### src/rtl/sreg_xfer_pkg.sv
// Shared definitions for the sreg_xfer shift engine: FSM encodings, default sizes, length clamp.
package sreg_xfer_pkg;

  localparam logic [1:0] ST_IDLE  = 2'd0;
  localparam logic [1:0] ST_SHIFT = 2'd1;
  localparam logic [1:0] ST_DONE  = 2'd2;

  localparam int DEF_WIDTH = 16;
  localparam int DEF_LANES = 1;
  localparam int DEF_CNT_W = 5;
  localparam int DEF_DIV_W = 8;

  // A length of 0, or anything longer than the register, means a full-width transfer.
  function automatic int unsigned clamp_len(input int unsigned len, input int unsigned width);
    return (len == 0 || len > width) ? width : len;
  endfunction

endpackage

### src/rtl/sreg_xfer_if.sv
// Control/data bundle between a host FSM (master) and the sreg_xfer bit engine (slave).
interface sreg_xfer_if
  import sreg_xfer_pkg::*;
#(
  parameter int WIDTH = DEF_WIDTH,
  parameter int LANES = DEF_LANES,
  parameter int CNT_W = DEF_CNT_W,
  parameter int DIV_W = DEF_DIV_W
);

  logic [LANES*WIDTH-1:0] pin;
  logic                   start;
  logic                   abort;
  logic [CNT_W-1:0]       len;
  logic                   msb_first;
  logic [DIV_W-1:0]       div;
  logic [LANES-1:0]       sin;
  logic [LANES-1:0]       sout;
  logic                   shift_stb;
  logic                   busy;
  logic                   done;
  logic [LANES*WIDTH-1:0] pout;

  modport master (
    output pin, start, abort, len, msb_first, div, sin,
    input  sout, shift_stb, busy, done, pout
  );

  modport slave (
    input  pin, start, abort, len, msb_first, div, sin,
    output sout, shift_stb, busy, done, pout
  );

endinterface

### src/rtl/sreg_xfer_tick.sv
// Reloadable down-counter producing a shift tick every div+1 enabled cycles.
// Latency: first tick div+1 cycles after load; no backpressure, runs whenever en is high.
module sreg_xfer_tick #(
  parameter int DIV_W = 8
) (
  input  logic             clk,
  input  logic             reset,
  input  logic             load,
  input  logic             en,
  input  logic [DIV_W-1:0] div,
  output logic             tick
);

  logic [DIV_W-1:0] cnt;
  logic [DIV_W-1:0] reload;

  assign tick = en && (cnt == '0);

  // The divider is captured at load so later changes on div cannot disturb the rate.
  always_ff @(posedge clk or posedge reset) begin
    if (reset) begin
      cnt    <= '0;
      reload <= '0;
    end else if (load) begin
      cnt    <= div;
      reload <= div;
    end else if (en) begin
      cnt <= tick ? reload : cnt - DIV_W'(1);
    end
  end

endmodule

### src/rtl/sreg_xfer.sv
// Multi-lane full-duplex shift engine: parallel load, LEN shifts at div+1 rate, one-cycle done.
// Latency: done L*(div+1)+1 cycles after accept; start is ignored (not queued) while busy.
module sreg_xfer
  import sreg_xfer_pkg::*;
#(
  parameter int WIDTH = DEF_WIDTH,
  parameter int LANES = DEF_LANES,
  parameter int CNT_W = DEF_CNT_W,
  parameter int DIV_W = DEF_DIV_W
) (
  input  logic        clk,
  input  logic        reset,
  sreg_xfer_if.slave  bus
);

  logic [1:0]       state;
  logic [1:0]       state_nxt;
  logic [CNT_W-1:0] bit_cnt;
  logic [CNT_W-1:0] last_idx;
  logic             msb_q;
  logic             tick;
  logic             accept;
  logic             shift_en;
  logic             last_shift;

  // DONE counts as idle so a held start chains transfers without a dead cycle.
  assign accept     = (state == ST_IDLE || state == ST_DONE) && bus.start && !bus.abort;
  assign shift_en   = (state == ST_SHIFT) && tick;
  assign last_shift = shift_en && (bit_cnt == last_idx);

  sreg_xfer_tick #(
    .DIV_W (DIV_W)
  ) u_tick (
    .clk   (clk),
    .reset (reset),
    .load  (accept),
    .en    (state == ST_SHIFT),
    .div   (bus.div),
    .tick  (tick)
  );

  always_comb begin
    state_nxt = state;
    case (state)
      ST_IDLE:  if (accept) state_nxt = ST_SHIFT;
      ST_SHIFT: begin
        // Abort outranks completion: a final shift landing with abort still ends without done.
        if (bus.abort)       state_nxt = ST_IDLE;
        else if (last_shift) state_nxt = ST_DONE;
      end
      ST_DONE:  state_nxt = accept ? ST_SHIFT : ST_IDLE;
      default:  state_nxt = ST_IDLE;
    endcase
  end

  always_ff @(posedge clk or posedge reset) begin
    if (reset) begin
      state    <= ST_IDLE;
      bit_cnt  <= '0;
      last_idx <= '0;
      msb_q    <= 1'b0;
    end else begin
      state <= state_nxt;
      if (accept) begin
        bit_cnt  <= '0;
        last_idx <= CNT_W'(clamp_len(32'(bus.len), WIDTH) - 1);
        msb_q    <= bus.msb_first;
      end else if (shift_en) begin
        bit_cnt <= bit_cnt + CNT_W'(1);
      end
    end
  end

  for (genvar k = 0; k < LANES; k++) begin : g_lane
    logic [WIDTH-1:0] sr;

    always_ff @(posedge clk or posedge reset) begin
      if (reset) begin
        sr <= '0;
      end else if (accept) begin
        sr <= bus.pin[k*WIDTH +: WIDTH];
      end else if (shift_en) begin
        sr <= msb_q ? {sr[WIDTH-2:0], bus.sin[k]} : {bus.sin[k], sr[WIDTH-1:1]};
      end
    end

    assign bus.pout[k*WIDTH +: WIDTH] = sr;
    assign bus.sout[k]                = msb_q ? sr[WIDTH-1] : sr[0];
  end

  assign bus.shift_stb = shift_en;
  assign bus.busy      = (state == ST_SHIFT);
  assign bus.done      = (state == ST_DONE);

endmodule

### src/flat_wrapper.sv
// flat-port wrapper written by rule: the top's interface ports become plain ports
module sreg_xfer_flat import sreg_xfer_pkg::*;
#(
  parameter int WIDTH = DEF_WIDTH,
  parameter int LANES = DEF_LANES,
  parameter int CNT_W = DEF_CNT_W,
  parameter int DIV_W = DEF_DIV_W
)
  (clk, reset, bus_pin, bus_start, bus_abort, bus_len, bus_msb_first, bus_div, bus_sin, bus_sout, bus_shift_stb, bus_busy, bus_done, bus_pout);
  sreg_xfer_if #(.WIDTH(WIDTH), .LANES(LANES), .CNT_W(CNT_W), .DIV_W(DIV_W)) bus_i ();
  input  logic clk;
  input  logic reset;
  input wire logic [$bits(bus_i.pin)-1:0] bus_pin;
  input wire logic [$bits(bus_i.start)-1:0] bus_start;
  input wire logic [$bits(bus_i.abort)-1:0] bus_abort;
  input wire logic [$bits(bus_i.len)-1:0] bus_len;
  input wire logic [$bits(bus_i.msb_first)-1:0] bus_msb_first;
  input wire logic [$bits(bus_i.div)-1:0] bus_div;
  input wire logic [$bits(bus_i.sin)-1:0] bus_sin;
  output wire logic [$bits(bus_i.sout)-1:0] bus_sout;
  output wire logic [$bits(bus_i.shift_stb)-1:0] bus_shift_stb;
  output wire logic [$bits(bus_i.busy)-1:0] bus_busy;
  output wire logic [$bits(bus_i.done)-1:0] bus_done;
  output wire logic [$bits(bus_i.pout)-1:0] bus_pout;
  assign bus_i.pin = bus_pin;
  assign bus_i.start = bus_start;
  assign bus_i.abort = bus_abort;
  assign bus_i.len = bus_len;
  assign bus_i.msb_first = bus_msb_first;
  assign bus_i.div = bus_div;
  assign bus_i.sin = bus_sin;
  assign bus_sout = bus_i.sout;
  assign bus_shift_stb = bus_i.shift_stb;
  assign bus_busy = bus_i.busy;
  assign bus_done = bus_i.done;
  assign bus_pout = bus_i.pout;
  sreg_xfer #(.WIDTH(WIDTH), .LANES(LANES), .CNT_W(CNT_W), .DIV_W(DIV_W)) u_core (.clk(clk), .reset(reset), .bus(bus_i));
endmodule
### config.mk
export PLATFORM = sky130hd
export DESIGN_NAME = sreg_xfer_flat
export DESIGN_NICKNAME = d
export VERILOG_FILES = /design/src/rtl/sreg_xfer_pkg.sv /design/src/rtl/sreg_xfer_if.sv /design/src/rtl/sreg_xfer_tick.sv /design/src/rtl/sreg_xfer.sv /design/src/flat_wrapper.sv
export SDC_FILE = /design/constraint.sdc
export NUM_CORES = 1
export LEC_CHECK = 0
export ABC_AREA = 1
export BUFFER_PORTS_ARGS = -buffer_cell sky130_fd_sc_hd__buf_2
export CAP_MARGIN = 5
export CORE_UTILIZATION = 34
export DETAILED_ROUTE_END_ITERATION = 6
export SLEW_MARGIN = 5
export SYNTH_ARGS = -nofsm -noshare
export SYNTH_HDL_FRONTEND = slang
export SYNTH_HIERARCHICAL = 1
export SYNTH_SLANG_ARGS = --single-unit
export TNS_END_PERCENT = 50
### constraint.sdc
create_clock -name clk -period 4.4 [get_ports clk]
set_clock_uncertainty 0.15 [all_clocks]
set_input_delay 0.44 -clock clk [delete_from_list [all_inputs] [get_ports clk]]
set_output_delay 0.44 -clock clk [all_outputs]
set_load 0.005 [all_outputs]
; Yosys cells after proc, flatten, opt, wreduce, memory -nomap -nowiden
; Cells that the tools add are included.
[classes]
addsub = 3
multipliers = 0
div_mod_pow = 0
order_cmp = 1
n_eq_ne = 5
n_shift = 0
mux = 15
n_bitwise = 0
reduce_logical = 14
[ops]
columns = cell, n
row1 = two-way mux 16 bit, 3
row2 = two-way mux 8 bit, 3
row3 = two-way mux 5 bit, 3
row4 = zero test 8 bit, 1
row5 = "subtractor 8 x 1 -> 8 bit, second input constant", 1
row6 = two-way mux 2 bit, 3
row7 = one-hot mux 2 bit (3 select lines), 1
row8 = "adder 5 x 1 -> 5 bit, second input constant", 1
row9 = equality test 5 bit, 1
row10 = "greater-than comparator 5 bit, second input constant", 1
row11 = logical AND 1 bit, 5
row12 = zero test 5 bit, 1
row13 = "subtractor 5 x 1 -> 5 bit, second input constant", 1
row14 = nonzero test 2 bit, 2
row15 = "inequality test 3 x 2 -> 1 bit, second input constant", 1
row16 = "equality test 2 x 1 -> 1 bit, second input constant", 1
row17 = "equality test 2 bit, second input constant", 1
row18 = zero test 2 bit, 1
row19 = logical OR 1 bit, 2
row20 = two-way mux 1 bit, 2
row21 = "inequality test 2 x 1 -> 1 bit, second input constant", 1
row22 = AND reduction 2 bit, 1
row23 = zero test 1 bit, 1
[word_totals]
regBits = 45
latch_bits = 0
ramBits = 0
romBits = 0
in_bits = 35
out_inout_bits = 20
wordCells = 45
n_memories = 0

; Longest topological paths before layout
; Gate-level depths: netlist (run 1).
[depth]
word_depth = 7
depth_mapped = 12
mapped_depth_nobuf = 11

; Cells and area by module
; The synthesis (run 1) kept the hierarchy.
[modules_own_cells]
columns = mod, n_inst, cells_each, area_each_um2, seq_area_each_um2
row1 = sreg_xfer, 1, 233, 1706.6, 725.7
row2 = sreg_xfer_tick, 1, 137, 979.7, 400.4

; Worst setup path before layout (run 1)
; OpenSTA, ideal clock, no wires.
[synth_path]
path_type = flip-flop to output port
start = reg u_core.state[0]
end = out bus_shift_stb
arrival_time_ps = 1583
required_ps = 3810
path_slack_ps = 2227
stages_incl_launch_ff = 10
path_buffers = 1
path_cell_list = dfrtp_1 > inv_2 > nor2_1 > nand3_2 > nor2_2 > nand2_2 > buf_6 > inv_2 > nand3_1 > inv_1
[synth_via]
elab_chain_cells = 3
[synth_rtl]
columns = item, line
row1 = "start, declared", sreg_xfer.sv:16  ; logic [1:0] state;
row2 = "start signal, assigned", sreg_xfer.sv:63  ; state <= state_nxt;
row3 = equality test 2 x 1 -> 1 bit, --
row4 = net bus_busy, flat_wrapper.sv:22  ; output wire logic [$bits(bus_i.busy)-1:0] bus_busy;
row5 = logical AND 1 bit, sreg_xfer_tick.sv:17  ; assign tick = en && (cnt == '0);
row6 = net u_core.tick, sreg_xfer.sv:21  ; logic tick;
row7 = logical AND 1 bit, sreg_xfer.sv:28  ; assign shift_en = (state == ST_SHIFT) && tick;
row8 = "end, declared", flat_wrapper.sv:21  ; output wire logic [$bits(bus_i.shift_stb)-1:0] bus_shift_stb;
; The timed path passes the listed nets, and every way through them passes these cells.

; Final worst setup path (run 1)
[layout_path]
start = reg u_core.state[0]
end = out bus_shift_stb
[layout_via]
elab_chain_cells = 3
[layout_rtl]
columns = item, line
row1 = equality test 2 x 1 -> 1 bit, sreg_xfer.sv:37  ; .en (state == ST_SHIFT),
row2 = logical AND 1 bit, sreg_xfer_tick.sv:17
row3 = net u_core.tick, sreg_xfer.sv:21
row4 = logical AND 1 bit, sreg_xfer.sv:28
; The timed path passes the listed nets, and every way through them passes these cells.

==> results of run 1 <==
[stage by stage]
| step | total power [mW] | cell area, µm² |
|---|---|---|
| after floorplan | 0.985 | 2690 |
| after global placement | 1.13 | 3000 |
| after detailed placement | 1.14 | 3000 |
| after CTS | 1.45 | 3110 |
| after global routing | 1.55 | 3110 |
| final | 1.43 | 3110 |
[how the worst max path moves through the flow]
stage                          to  cells after the start
finish              bus_shift_stb                      9
global route        bus_shift_stb                      9
CTS                 bus_shift_stb                      9
detailed placement  bus_shift_stb                      9
global placement    bus_shift_stb                      9
floorplan           bus_shift_stb                      9
[metal layers]
layer	up-vias	wire length [µm]	global-route usage
met5	-	0	0
met4	0	51	0.0370
met3	4	320	0.0354
met2	50	3100	0.268
met1	1161	2780	0.206
li1	1278	-	-
[registers in the layout, indices dropped and copies added, names as in the netlist]
name	count
u_core/bus.pout	16
u_core/msb_q	1
u_core/bit_cnt	5
u_core/u_tick/cnt	8
u_core/last_idx	5
u_core/u_tick/reload	8
u_core/state	2
[worst reg2reg max path, stage by stage (launching register included)]
cell,delay (ns)
dfrtp_1,0.38
inv_2,0.07
nor2_1,0.39
nand3_2,0.13
nor2_2,0.13
nand2_2,0.19
inv_2,0.09
nand3_1,0.16
nand2_4,0.32
o21ai_0,0.17
o22ai_1,0.14
[final cells by class]
| cell class | count | area [µm²] | area share |
|---|---|---|---|
| Multi-Input combinational cell | 252 | 1240 | 0.400 |
| Sequential cell | 45 | 1130 | 0.362 |
| Timing Repair Buffer | 56 | 288 | 0.0925 |
| Inverter | 59 | 221 | 0.0712 |
| Tap cell | 102 | 128 | 0.0410 |
| Clock buffer | 5 | 68.8 | 0.0221 |
| Clock inverter | 2 | 35.0 | 0.0113 |
[power by group through the flow]
| stage | clock network [mW] | logic [mW] | registers (mW) |
|---|---|---|---|
| floorplan | 0 | 0.379 | 0.606 |
| global placement | 0 | 0.494 | 0.632 |
| detailed placement | 0 | 0.501 | 0.634 |
| CTS | 0.319 | 0.505 | 0.627 |
| global route | 0.335 | 0.574 | 0.644 |
| finish | 0.302 | 0.502 | 0.626 |
[cell families after synthesis]
logic type               after synthesis  synth area share
buffers and inverters                 73             0.118
XOR/XNOR                               2           0.00652
AND/OR/NAND/NOR                      169             0.278
AO/OA/AOI/OAI                         77             0.160
flip-flops                            45             0.419
adder cells (fa/ha/maj)                4            0.0186
[cell usage in the layout, fill, tap and decap left out, types with 4 or more instances in the layout]
| master | Yosys | routed |
|---|---|---|
| a21oi_1 | 5 | 5 |
| nand4_1 | 5 | 5 |
| o21ai_1 | 10 | 10 |
| nand2_1 | 92 | 92 |
| buf_2 | 9 | 54 |
| inv_1 | 50 | 50 |
| nand3_1 | 21 | 21 |
| clkbuf_8 | 0 | 5 |
| o21ai_0 | 37 | 37 |
| nor2_1 | 37 | 37 |
| o22ai_1 | 16 | 16 |
| ha_1 | 4 | 4 |
| inv_2 | 9 | 9 |
| dfrtp_1 | 45 | 45 |
==> reports/metrics.yaml, run 1 <==
status:
  status: "completed"
global_routing:
  grt.overflow.total: 0
  track_usage: 0.159
  antenna_found_initial: 1
  grt_max_degree: 42
  grt_pass1_vias: 2318
  grt_pass1_wl_um: 10700
setup_path:
  crit_path_start: "u_core/state[0]$_DFFE_PP0P_"
  cp_common_cell: "inv_2"
  cp-start-kind: "flip-flop"
  cpMaxStageDelayCell: "nor2_1"
  critPathKind: "flip-flop to primary output"
  cp-end-kind: "primary output"
  cpPeakStageDelay_ns: 0.39
  path_buf_inv: 4
  cp_top_family: "simple AND/OR/NAND/NOR gates"
  worstPathRequired_ns: 3.81
  reg2reg_to: "u_core/bus.pout[2]$_DFFE_PP0P_"
  reg2regPathDepth: 10
  worstPathMaxFanout: 12
  crit_chain: "inv_2 > nor2_1 > nand3_2 > nor2_2 > nand2_2 > inv_2 > nand3_1 > inv_1 > buf_2"
  critical_path_arrival_ns: 2.22
  r2r-start: "u_core/state[0]$_DFFE_PP0P_"
  r2r_setup_slack_ns: 1.98
yosys:
  syn-mean-instance-area_um2: 7.26
  yosysTopAreaCell: "dfrtp_1"
  syn_nets: 409
  synth_top_area_frac: 0.419
  ys_top_cells_by_area: "dfrtp_1, nand2_1, inv_1"
  ys_types: 30
  synth_commonest_cells: "nand2_1, inv_1, dfrtp_1, nor2_1, o21ai_0"
  ys_seq_area_frac: 0.419
  yosysWarnings: 6
  synth_edf_count: 0
  netlist_area_um2: 2690
  ys_ff_latch: 45
  synth-main-ff-cell: "dfrtp_1"
  synthMostInstantiatedCell: "nand2_1"
  postSynthCellCount: 370
  synthArstFlopShare: 1.00
sta:
  final-setup-viol-count: 0
  setup_ws_ns: 1.59
  rsz0062_at_grt: "no"
  hold_viol: 0
  relSlewSlack: 0.343
  min_period_ns: 2.81
  fmax_mhz: 356
  worst_hold_slack_ns: 0.204
  slew_viol_final: 0
  fin_crit_sh: 0.638
  worst_pin_slew_ns: 0.983
  finalSetupTns_ns: 0
cts:
  numCtsBuffers: 5
  cts_htree_levels: 2
  clk-insertion-delay-late_ns: 0.29
  clkSlewWorstSetupHoldPaths_ns: 0.08
  cts-root-buf: "clkbuf_8"
  cts.sinks: 45
  cts_setup_buffers: 0
  tritoncts: "done"
  ctsHoldBuffers: 1
  clockBufferDepth: 2
  cts_resized: 0
power:
  clkPwrFrac: 0.211
  p_int_uw: 901
  leakage_nw: 1.62
  p_seq_frac: 0.438
  comb_power_share: 0.351
  p_switching_uw: 529
  ir_drop_v: 0.000240
  powerDensity_nw_per_um2: 460
  swShare: 0.370
placed_design:
  port_buffers: 54
  gp_congestion: 0.825
  placed_cells: 513
  preCtsSetupSlack_ns: 1.92
  hpwlAfterDp_um: 4470
route:
  wire_per_inst_um: 12.0
  drc: 0
  wl_um: 6260
  drt_first_iter_violations: 128
  ant_nets: 0
  first_pass_iters: 4
  dr_total_vias: 2493
  viasPerCell: 4.79
die:
  coreArea_um2: 7690
  io-pin-count: 55
  die_w_um: 90.9
  start_util: 0.349
  fp.dieH_um: 90.9
  core.rowCount: 32
  fp.dieArea_um2: 8260
hold_path:
  hp-start: "bus_msb_first"
  hp-class: "primary input to flip-flop"
  holdPathStages: 3
  whs_endpoint: "u_core/msb_q$_DFFE_PP0P_"
final_layout:
  syn2layout_area_growth_pct: 15.8
  stdcell_count: 521
  num_antenna_cells: 0
  fillers: 843
  layout-drive-gt1-share: 0.205
  fin_nets: 458
  final_core_util: 0.405
job:
  max_cap_violations: 0
Note: power is estimated with default switching activity, not from simulation.
==> run 2, diff against run 1 <==
==> constraint.sdc (replaced) <==
create_clock -name clk -period 2.5 [get_ports clk]
set_clock_uncertainty 0.15 [all_clocks]
set_input_delay 0.25 -clock clk [delete_from_list [all_inputs] [get_ports clk]]
set_output_delay 0.25 -clock clk [all_outputs]
set_load 0.005 [all_outputs]
==> run 2 against run 1 <==
Register-to-register slack got worse by 1.7 ns; count of clock-buffer cells in the layout unchanged; non-clock buffer count increased by 4; global-route usage increased by 0.29 points; final area increased by 0.40%; largest power group unchanged; die area unchanged; wire length increased by 0.90%; flip-flop and latch count unchanged; sequential power increased by 73%; total power increased by 71%; critical endpoint unchanged; first-iteration DRC count decreased by 9.4%.
==> reports/metrics.yaml, run 2 (synthesis gave the netlist of run 1 again) <==
status:
  status: "completed"
global_routing:
  grt.overflow.total: 0  # unchanged
  use_met2: 0.265  # -0.00253
  busiest_layer: "met2"
  track_usage: 0.161  # +0.00294
  antenna_found_initial: 0  # -1
  grt_pass1_wl_um: 10900  # +1.6%
  grt_use_met3: 0.0354  # unchanged
  grt_max_degree: 37  # -12%
  use_met1: 0.217  # +0.0107
  grt_pass1_vias: 2303  # -0.65%
sta:
  rsz0062_at_grt: "no"
  final-setup-viol-count: 0  # unchanged
  min_period_ns: 2.31
  relSlewSlack: 0.583  # +0.240
  fin_crit_sh: 0.923
  slew_viol_final: 0  # unchanged
  hold_viol: 0  # unchanged
  finalSetupTns_ns: 0  # unchanged
  worst_pin_slew_ns: 0.624  # -0.358 ns
  fmax_mhz: 434
setup_path:
  worstPathMaxFanout: 12  # unchanged
  cpMaxStageDelayCell: "dfrtp_1"
  critical_path_arrival_ns: 1.91  # -0.31 ns
  cp-start-kind: "flip-flop"
  critPathKind: "flip-flop to primary output"
  r2r-start: "u_core/u_tick/cnt[1]$_DFFE_PP0P_"
  cp-end-kind: "primary output"
  path_buf_inv: 4  # unchanged
  reg2reg_to: "u_core/bus.pout[14]$_DFFE_PP0P_"
  r2r_setup_slack_ns: 0.33  # -1.65 ns
  reg2regPathDepth: 10  # unchanged
  cp_top_family: "simple AND/OR/NAND/NOR gates"
  cp_common_cell: "inv_2"
  crit_chain: "inv_1 > ha_1 > nand3_2 > nor2_2 > nand2_2 > inv_2 > nand3_1 > inv_2 > buf_2"
  cpPeakStageDelay_ns: 0.38  # about the same
  worstPathRequired_ns: 2.10  # -1.71 ns
cts:
  clockBufferDepth: 2  # unchanged
  clk-insertion-delay-late_ns: 0.30  # about the same
  cts-root-buf: "clkbuf_8"
  cts.sinks: 45  # unchanged
  clkSlewWorstSetupHoldPaths_ns: 0.09  # about the same
  numCtsBuffers: 5  # unchanged
  cts_htree_levels: 2  # unchanged
  tritoncts: "done"
final_layout:
  num_antenna_cells: 0  # unchanged
  stdcell_count: 526  # +0.96%
  syn2layout_area_growth_pct: 16.3
  fin_nets: 462  # +0.87%
  largest_reg_flops: 16  # unchanged
  layout-drive-gt1-share: 0.217  # +0.0117
  mostFrequentLayoutCells: "nand2_1, buf_2, inv_1"
  final_common_cell: "nand2_1"
power:
  comb_power_share: 0.376  # +0.025
  p_int_mw: 1.50  # +66%
  p_seq_frac: 0.442  # +0.004
  p_switching_uw: 950  # +79%
  ir_drop_v: 0.000431  # +79%
  clkPwrFrac: 0.182  # -0.029
  swShare: 0.388  # +0.0182
  powerDensity_nw_per_um2: 783  # +70%
  leakage_nw: 1.63  # +0.49%
die:
  die_w_um: 90.9  # unchanged
  coreArea_um2: 7690  # unchanged
  fp.dieH_um: 90.9  # unchanged
  io-pin-count: 55  # unchanged
  start_util: 0.349  # unchanged
  fp.dieArea_um2: 8260  # unchanged
  core.rowCount: 32  # unchanged
hold_path:
  whs_endpoint: "u_core/msb_q$_DFFE_PP0P_"
  holdPathStages: 3  # unchanged
  hp-class: "primary input to flip-flop"
  hp-start: "bus_msb_first"
route:
  viasPerCell: 4.70  # -1.8%
  wl_um: 6310  # +0.90%
  ant_nets: 0  # unchanged
  drc: 0  # unchanged
  wire_per_inst_um: 12.0  # about the same
  first_pass_iters: 4  # unchanged
  drt_first_iter_violations: 116  # -9.4%
  dr_total_vias: 2471  # -0.88%
placed_design:
  placed_cells: 517  # +0.78%
  hpwlAfterDp_um: 4610  # +3.0%
  port_buffers: 54  # unchanged
  gp_congestion: 0.825  # about the same
job:
  max_cap_violations: 0  # unchanged
[run 2: cell count changes in the layout (fill, tap and decap cells not counted)]
cell | before | now
inv_1 | 50 | 49
bufinv_16 | 1 | 0
clkinvlp_4 | 0 | 1
buf_4 | 1 | 5
clkinv_2 | 1 | 2
inv_2 | 9 | 10
[run 2: cell type report]
cell class                 count  area (µm²)
fill                         828        4560
multi-input combinational    252        1240
sequential                    45        1130
timing repair buffer          60         318
inverter                      59         221
tap                          102         128
clock buffer                   5        68.8
clock inverter                 3        17.5
[run 2: what timing repair did]
| item | in CTS | in global routing |
|---|---|---|
| gates resized for setup | 0 | 1 |
| setup buffers | 0 | 0 |
| endpoints found under the hold margin | 45 | 0 |
| hold buffers | 1 | 0 |
| setup endpoints to repair | 0 | 1 |
[run 2: how the worst max path moves through the flow]
stage,slack [ns],to,start,cells past startpoint
floorplan,0.43,u_core/bus.pout[0]$_DFFE_PP0P_,u_core/state[0]$_DFFE_PP0P_,11
global placement,0.45,u_core/bus.pout[15]$_DFFE_PP0P_,u_core/state[0]$_DFFE_PP0P_,10
detailed placement,0.39,u_core/bus.pout[5]$_DFFE_PP0P_,u_core/u_tick/cnt[1]$_DFFE_PP0P_,10
CTS,0.11,bus_shift_stb,u_core/u_tick/cnt[1]$_DFFE_PP0P_,9
global route,0.02,bus_shift_stb,u_core/u_tick/cnt[1]$_DFFE_PP0P_,9
finish,0.19,bus_shift_stb,u_core/u_tick/cnt[1]$_DFFE_PP0P_,9
[run 2: worst min-delay path, stage by stage]
cell	delay, ns
buf_2	0.09
nand2_1	0.05
nand2_1	0.04
[run 2: power groups by stage]
stage	clock network (mW)	logic [mW]	registers [mW]
final	0.446	0.919	1.08
after global routing	0.500	1.05	1.11
after CTS	0.464	0.926	1.08
after detailed placement	0	0.921	1.09
after global placement	0	0.904	1.09
after floorplan	0	0.668	1.07
[run 2: per-layer routing]
metal,up-vias,part of all wire
met1,1145,0.48
met2,33,0.48
met5,-,0
met4,0,0.0078
met3,4,0.031
li1,1289,-
[run 2: per-stage QoR]
| step | total power, mW | hold slack [ns] | utilization | setup WS (ns) | area (µm²) |
|---|---|---|---|---|---|
| global route | 2.66 | 0.0113 | 0.406 | 0.0188 | 3120 |
| finish | 2.45 | 0.00405 | 0.406 | 0.194 | 3120 |
| floorplan | 1.73 | 0.0137 | - | 0.430 | 2690 |
| global placement | 2.00 | 0.213 | 0.394 | 0.448 | 3030 |
| CTS | 2.47 | 0.00541 | 0.406 | 0.106 | 3120 |
| detailed placement | 2.02 | 0.210 | 0.394 | 0.385 | 3030 |
